`config.mk`:
```
export PLATFORM = sky130hd
export DESIGN_NAME = mux_arb_pipe
export DESIGN_NICKNAME = d
export VERILOG_FILES = /design/src/rtl/mux_arb_pipe.sv
export SDC_FILE = /design/constraint.sdc
export NUM_CORES = 1
export LEC_CHECK = 0
export BUFFER_PORTS_ARGS = -buffer_cell sky130_fd_sc_hd__buf_4
export CELL_PAD_IN_SITES_DETAIL_PLACEMENT = 1
export CELL_PAD_IN_SITES_GLOBAL_PLACEMENT = 1
export CORE_MARGIN = 3
export CORE_UTILIZATION = 37
export DETAILED_ROUTE_END_ITERATION = 16
export GPL_ROUTABILITY_DRIVEN = 0
export PLACE_DENSITY_LB_ADDON = 0.1
export SYNTH_ARGS = -nofsm -noshare
export SYNTH_HDL_FRONTEND = slang
export SYNTH_SLANG_ARGS = --single-unit
```
`constraint.sdc`:
```
create_clock -name Clk -period 10.6 [get_ports Clk]
set_input_delay 1.06 -clock Clk [delete_from_list [all_inputs] [get_ports Clk]]
set_output_delay 1.06 -clock Clk [all_outputs]
set_load 0.02 [all_outputs]
```
`src/rtl/mux_arb_pipe.sv`:
```
// N-way registered mux (fixed select or round-robin), 1-cycle latency, full throughput, stalls via Out_ready.
// Optional packet lock on In_last/Out_last enabled by `define MUX_ARB_PKT_LOCK_EN.
module mux_arb_pipe #(
  parameter int WIDTH = 32,
  parameter int N     = 4,
  localparam int SELW = $clog2(N)
) (
  input  logic               Clk,
  input  logic               Rst_n,
  input  logic [N*WIDTH-1:0] In_data,
  input  logic [N-1:0]       In_valid,
  output logic [N-1:0]       In_ready,
`ifdef MUX_ARB_PKT_LOCK_EN
  input  logic [N-1:0]       In_last,
  output logic               Out_last,
`endif
  input  logic               Mode,
  input  logic [SELW-1:0]    Sel,
  output logic [WIDTH-1:0]   Out_data,
  output logic               Out_valid,
  input  logic               Out_ready,
  output logic [SELW-1:0]    Out_chan
);

  logic [N-1:0]    grant;
  logic [SELW-1:0] gidx;
  logic [SELW-1:0] rr_ptr;
  logic [SELW-1:0] rr_nxt;
  logic [SELW-1:0] idx;
  logic            found;
  logic            load;
  logic            xfer;
  logic            locked;
  logic [SELW-1:0] lock_chan;
  logic            pkt_end;

  assign load = ~Out_valid | Out_ready;

  always_comb begin
    grant = '0;
    gidx  = '0;
    found = 1'b0;
    idx   = '0;
    if (locked) begin
      gidx = lock_chan;
      grant[lock_chan] = In_valid[lock_chan];
    end else if (!Mode) begin
      gidx = Sel;
      if (int'(Sel) < N) grant[Sel] = In_valid[Sel];
    end else begin
      for (int k = 0; k < N; k++) begin
        idx = SELW'((int'(rr_ptr) + k) % N);
        if (!found && In_valid[idx]) begin
          found       = 1'b1;
          grant[idx]  = 1'b1;
          gidx        = idx;
        end
      end
    end
  end

  // Reset gating keeps producers from seeing an accept while the output register is held clear.
  assign In_ready = grant & {N{load & Rst_n}};
  assign xfer     = |In_ready;
  assign rr_nxt   = (int'(gidx) == N - 1) ? '0 : gidx + 1'b1;

  always_ff @(posedge Clk or negedge Rst_n) begin
    if (!Rst_n) begin
      Out_data  <= '0;
      Out_chan  <= '0;
      Out_valid <= 1'b0;
      rr_ptr    <= '0;
    end else begin
      if (xfer) begin
        Out_data  <= In_data[int'(gidx)*WIDTH +: WIDTH];
        Out_chan  <= gidx;
        Out_valid <= 1'b1;
      end else if (Out_ready) begin
        Out_valid <= 1'b0;
      end
      if (xfer && Mode && pkt_end) rr_ptr <= rr_nxt;
    end
  end

`ifdef MUX_ARB_PKT_LOCK_EN
  typedef enum logic {IDLE, LOCKED} lock_state_t;
  lock_state_t state, state_nxt;

  always_ff @(posedge Clk or negedge Rst_n) begin
    if (!Rst_n) begin
      state     <= IDLE;
      lock_chan <= '0;
      Out_last  <= 1'b0;
    end else begin
      state <= state_nxt;
      if (xfer && state == IDLE) lock_chan <= gidx;
      if (xfer) Out_last <= In_last[gidx];
    end
  end

  always_comb begin
    state_nxt = state;
    case (state)
      IDLE:    if (xfer && !In_last[gidx]) state_nxt = LOCKED;
      LOCKED:  if (xfer && In_last[gidx])  state_nxt = IDLE;
      default: state_nxt = IDLE;
    endcase
  end

  always_comb begin
    locked  = (state == LOCKED);
    pkt_end = In_last[gidx];
  end
`else
  assign locked    = 1'b0;
  assign lock_chan = '0;
  assign pkt_end   = 1'b1;
`endif

endmodule

```
== Yosys cells after proc, flatten, opt, wreduce, memory -nomap -nowiden ==
Cells that the tools add are included.

* $add $sub $neg: 4
* $lt $le $gt $ge: 10
* Equal/unequal tests: 1
* Shifts and indexed selects: 1
* Muxes and demuxes: 42
* Bitwise gates (word level): 8
* Reductions and logical operators: 14

{| class="wikitable"
|+ Operator list
! operator !! count
|-
| indexed part select 128 x 8 -> 32 bit || 1
|-
| 2-to-1 mux 4 bit || 8
|-
| 2-to-1 mux 1 bit || 18
|-
| less-than comparator 2 x 3 -> 1 bit (second input constant) || 5
|-
| 2-to-1 mux 2 bit || 6
|-
| bitwise OR 4 bit || 3
|-
| binary-select mux 1 bit (select 2 bit) || 5
|-
| demux 1 bit (select 2 bit) || 5
|-
| >= comparator 2 x 1 -> 1 bit (second input constant) || 5
|-
| logical AND 1 bit || 9
|-
| AND 4 bit || 2
|-
| adder 2 x 1 -> 2 bit (second input constant) || 2
|-
| adder 2 bit (second input constant) || 2
|-
| OR reduction 4 bit || 1
|-
| logical NOT 1 bit || 3
|-
| == test 2 x 1 -> 1 bit (second input constant) || 1
|-
| nonzero test 2 bit || 1
|-
| AND 1 bit || 1
|-
| NOT 1 bit || 1
|-
| bitwise OR 1 bit || 1
|}

* Register bits: 37
* Input bits: 138
* Output and inout port bits: 39
* Word-level logic and storage cells: 84

== Longest topological paths before layout ==
* Depth in word-level cells: 19
* Mapped depth: 12
* Gate-level depth less buffers: 8

== Worst setup path after synthesis ==
No wires, ideal clock.

* Path kind: reg2out
* Start point: reg rr_ptr[0]
* End point: out In_ready[0]
* Arrival time: 3048 ps
* Required time: 9540 ps
* Setup slack: 6492 ps
* Cell stages (with the launch flop): 9
* Buffers on the path: 2
* Cells stage by stage: dfrtp_1 -> buf_4 -> inv_1 -> ha_1 -> buf_2 -> or3b_1 -> a2111oi_4 -> o21ai_0 -> a311oi_1

* Cells in the longest elaborated chain, start to end: 17
* Elaborated cells on any way between the ends: 55
* Those cells by class: add/sub: 3; order compare: 8; mux: 30; bitwise: 4; reduce/logical: 10

{| class="wikitable"
|+ RTL lines
! what !! RTL line !! source
|-
| start, declared || 27 || <nowiki>logic [SELW-1:0] rr_ptr;</nowiki>
|-
| start signal, assigned || 81 || <nowiki>if (xfer && Mode && pkt_end) rr_ptr <= rr_nxt;</nowiki>
|-
| parallel branches: the longest is 14 deep, another holds less-than comparator 2 x 3 -> 1 bit || -- ||
|-
| 2-to-1 mux 4 bit * || 53 || <nowiki>if (!found && In_valid[idx]) begin</nowiki>
|-
| 2-to-1 mux 4 bit * || 47 || <nowiki>end else if (!Mode) begin</nowiki>
|-
| AND 4 bit * || 63 || <nowiki>assign In_ready = grant & {N{load & Rst_n}};</nowiki>
|-
| end, declared || 12 || <nowiki>output logic [N-1:0] In_ready,</nowiki>
|}

Every way passes the cells marked *. The select of a mux whose other input is x is not followed.

== Worst setup path after layout ==
* Start point: reg rr_ptr[0]
* End point: out In_ready[1]

Same word-level chain as after synthesis.

==> flow_summary.json <==
{
  "outcome": "complete, no violations",
  "wire_per_inst_um": 20.4,
  "p_leak_nw": 2.06,
  "slew-limit-headroom": 0.283,
  "synth_area_leader_cell": "sky130_fd_sc_hd__dfrtp_1",
  "setup.worst_path.class": "reg2out",
  "netlist_instances": 203,
  "synth.cells.most_frequent": "sky130_fd_sc_hd__dfrtp_1, sky130_fd_sc_hd__mux4_2, sky130_fd_sc_hd__mux2_4",
  "timing_worst_slew_pin_value_ns": 1.07,
  "synthFlopType": "sky130_fd_sc_hd__dfrtp_1",
  "grt_antenna_before_repair": 0,
  "grt_start_max_net_pins": 39,
  "grt_util_all_layers": 0.198,
  "detailed_place.area_mm2": 0.00434,
  "power_density_mw_per_mm2": 253,
  "crit_path_cells": "inv_1 -> ha_1 -> or3b_1 -> a2111oi_4 -> o21ai_0 -> a311oi_1 -> buf_4",
  "smallest_hold_slack_ns": 0.519,
  "insertedDiodeCount": 0,
  "fin_area_mm2": 0.00446,
  "cts_root_buffer": "sky130_fd_sc_hd__clkbuf_8",
  "place_ws_ns": 5.87,
  "yosys_warnings": 0,
  "first_pass_iters": 4,
  "crit_fanout": 16,
  "drcViolationCount": 0,
  "type_of_the_tightest_min_delay_check": "reg2reg",
  "clk_pin_slew_worst_paths_ns": 0.07,
  "timing.clock.skew_ns": 0.00333,
  "postSynthRegisterBits": 37,
  "crit_arrival_ns": 3.73,
  "final_util": 0.568,
  "post_cts.repair.setup_buffers": 0,
  "endpoint_kind": "primary output",
  "synth_largest_type_area_fraction": 0.306,
  "max_cap_violations": 0,
  "post_synth.cell_area_avg_um2": 14.9,
  "path_buf_inv": 2,
  "totalPowerFinal_mw": 1.13,
  "finalWorstSetupSlack_ns": 5.81,
  "drt-vias-per-instance": 5.39,
  "synth_most_common_cell": "sky130_fd_sc_hd__dfrtp_1",
  "first_pass_grt_wire_length_mm": 14.3,
  "synth_enable_flop_cells": 0,
  "number_of_buffer_cells_added_on_primary_ports": 176,
  "synth_nets": 348,
  "synth.area.top_cells": "sky130_fd_sc_hd__dfrtp_1, sky130_fd_sc_hd__mux4_2, sky130_fd_sc_hd__mux2_4",
  "final_min_period_over_clock_period": 0.452,
  "clock_insertion_delay_worst_skew_ns": 0.28,
  "first_global_vias": 2726,
  "fin_crit_ns": 4.79,
  "cts.htree.levels": 2,
  "syn2layout_area_growth_pct": 47.1,
  "critPathTopFamily": "compound AO/OA/AOI/OAI gates",
  "drt_iter0_markers": 37,
  "rsz0062_at_grt": "no",
  "cts_hold_repair.buffers": 0,
  "fp-row-count": 32,
  "max-clock-path-buffers": 2,
  "die_height_um": 96.5,
  "postRouteWirelength_mm": 9.66,
  "drtAntennaViolNets": 0,
  "drive_above_1_share": 0.715,
  "critical_path.slowest_cell": "sky130_fd_sc_hd__dfrtp_1",
  "final_cells": 474,
  "final.setup.tns_ns": 0,
  "startpoint_type": "flip-flop",
  "post_cts.resized_instances": 0,
  "dieArea_mm2": 0.00931,
  "slew_violations": 0,
  "dpl.hpwl_mm": 7.69,
  "setup-violations-final": 0,
  "tritoncts.num_buffers": 5,
  "top_level_ports": 177,
  "num-fill-cells": 852,
  "syn-cell-area_mm2": 0.00303,
  "die_span_in_x_um": 96.5,
  "crit_required_ns": 9.54,
  "grt.overflow.total": 0,
  "cts_tree": "yes",
  "layout.nets": 516,
  "worst_path_largest_cell_delay_ns": 0.77,
  "final_hold_viol_count": 0,
  "vdd_ir_drop_max_mv": 0.0956,
  "initial_utilization": 0.386,
  "yosysSeqAreaShare": 0.306,
  "cts_num_sinks": 37,
  "synth_async_sr_flop_share": 1.00,
  "yosysUniqueCellTypes": 49,
  "place_inst": 466,
  "fmaxAchievable_ghz": 0.209,
  "total_number_of_vias": 2554,
  "core_mm2": 0.00785
}
## logic make-up after synthesis
group / count (synthesis) / synth area share
simple gates: 29 / 0.0595
compound gates: 33 / 0.102
xor+xnor: 1 / 0.00289
buf+inv: 21 / 0.0562
fa+ha+maj: 7 / 0.0289
flops: 37 / 0.306
mux: 75 / 0.445
## sequential cells by signal, indices dropped and copies added (netlist names)
register / flops
rr_ptr: 2
Out_valid: 1
Out_data: 32
Out_chan: 2
## cell type report
class | instances | area [µm²] | area share
clock inverters | 1 | 30.0 | 0.00674
clock buffers | 7 | 86.3 | 0.0194
flip-flops and latches | 37 | 926 | 0.208
inverters | 4 | 15.0 | 0.00337
well taps | 102 | 128 | 0.0286
multi-input cells | 145 | 1930 | 0.434
repair buffers | 178 | 1340 | 0.300
## per-layer routing
layer  vias up  share of wire  wire [µm]  track usage
li1       1160              -          -            -
met5         -              0          0            0
met1      1273           0.37       3580        0.246
met4         0         0.0091         88       0.0199
met3         6           0.10        973       0.0550
met2       115           0.52       5020        0.356
## final timing paths
check,from,cells past startpoint,end,slack (ns)
hold reg to reg,Out_data[14],1,Out_data[14],0.52
hold / removal,Out_data[14],1,Out_data[14],0.52
max in group asynchronous,Rst_n,1,Out_data[19],9.51
setup / recovery,rr_ptr[0],7,In_ready[1],5.81
setup reg to reg,rr_ptr[0],8,Out_data[21],5.89
min in group asynchronous,Rst_n,1,Out_data[31],0.74
## report_power, final
part           total, mW  leakage [nW]  internal [mW]  switching, mW
clock network      0.127        0.0585         0.0768         0.0502
registers          0.273         0.433          0.215         0.0585
logic              0.729          1.57          0.393          0.335
## placed cells by master, fill, tap and decap left out, types with 2 or more instances in the layout
cell,n
sky130_fd_sc_hd__a21oi_1,5
sky130_fd_sc_hd__a311oi_1,2
sky130_fd_sc_hd__a31oi_1,3
sky130_fd_sc_hd__a32oi_1,2
sky130_fd_sc_hd__and2b_1,2
sky130_fd_sc_hd__buf_4,178
sky130_fd_sc_hd__clkbuf_8,6
sky130_fd_sc_hd__dfrtp_1,37
sky130_fd_sc_hd__ha_1,7
sky130_fd_sc_hd__inv_1,3
sky130_fd_sc_hd__mux2_2,7
sky130_fd_sc_hd__mux2_4,30
sky130_fd_sc_hd__mux2i_1,3
sky130_fd_sc_hd__mux4_2,35
sky130_fd_sc_hd__nand2_1,6
sky130_fd_sc_hd__nand2b_1,2
sky130_fd_sc_hd__nand3b_1,4
sky130_fd_sc_hd__nor2_1,2
sky130_fd_sc_hd__nor2b_1,3
sky130_fd_sc_hd__nor4_1,2
sky130_fd_sc_hd__o21ai_0,4
sky130_fd_sc_hd__o41ai_1,2
sky130_fd_sc_hd__or3_1,2
No activity file was read; power rests on OpenSTA's default activity.
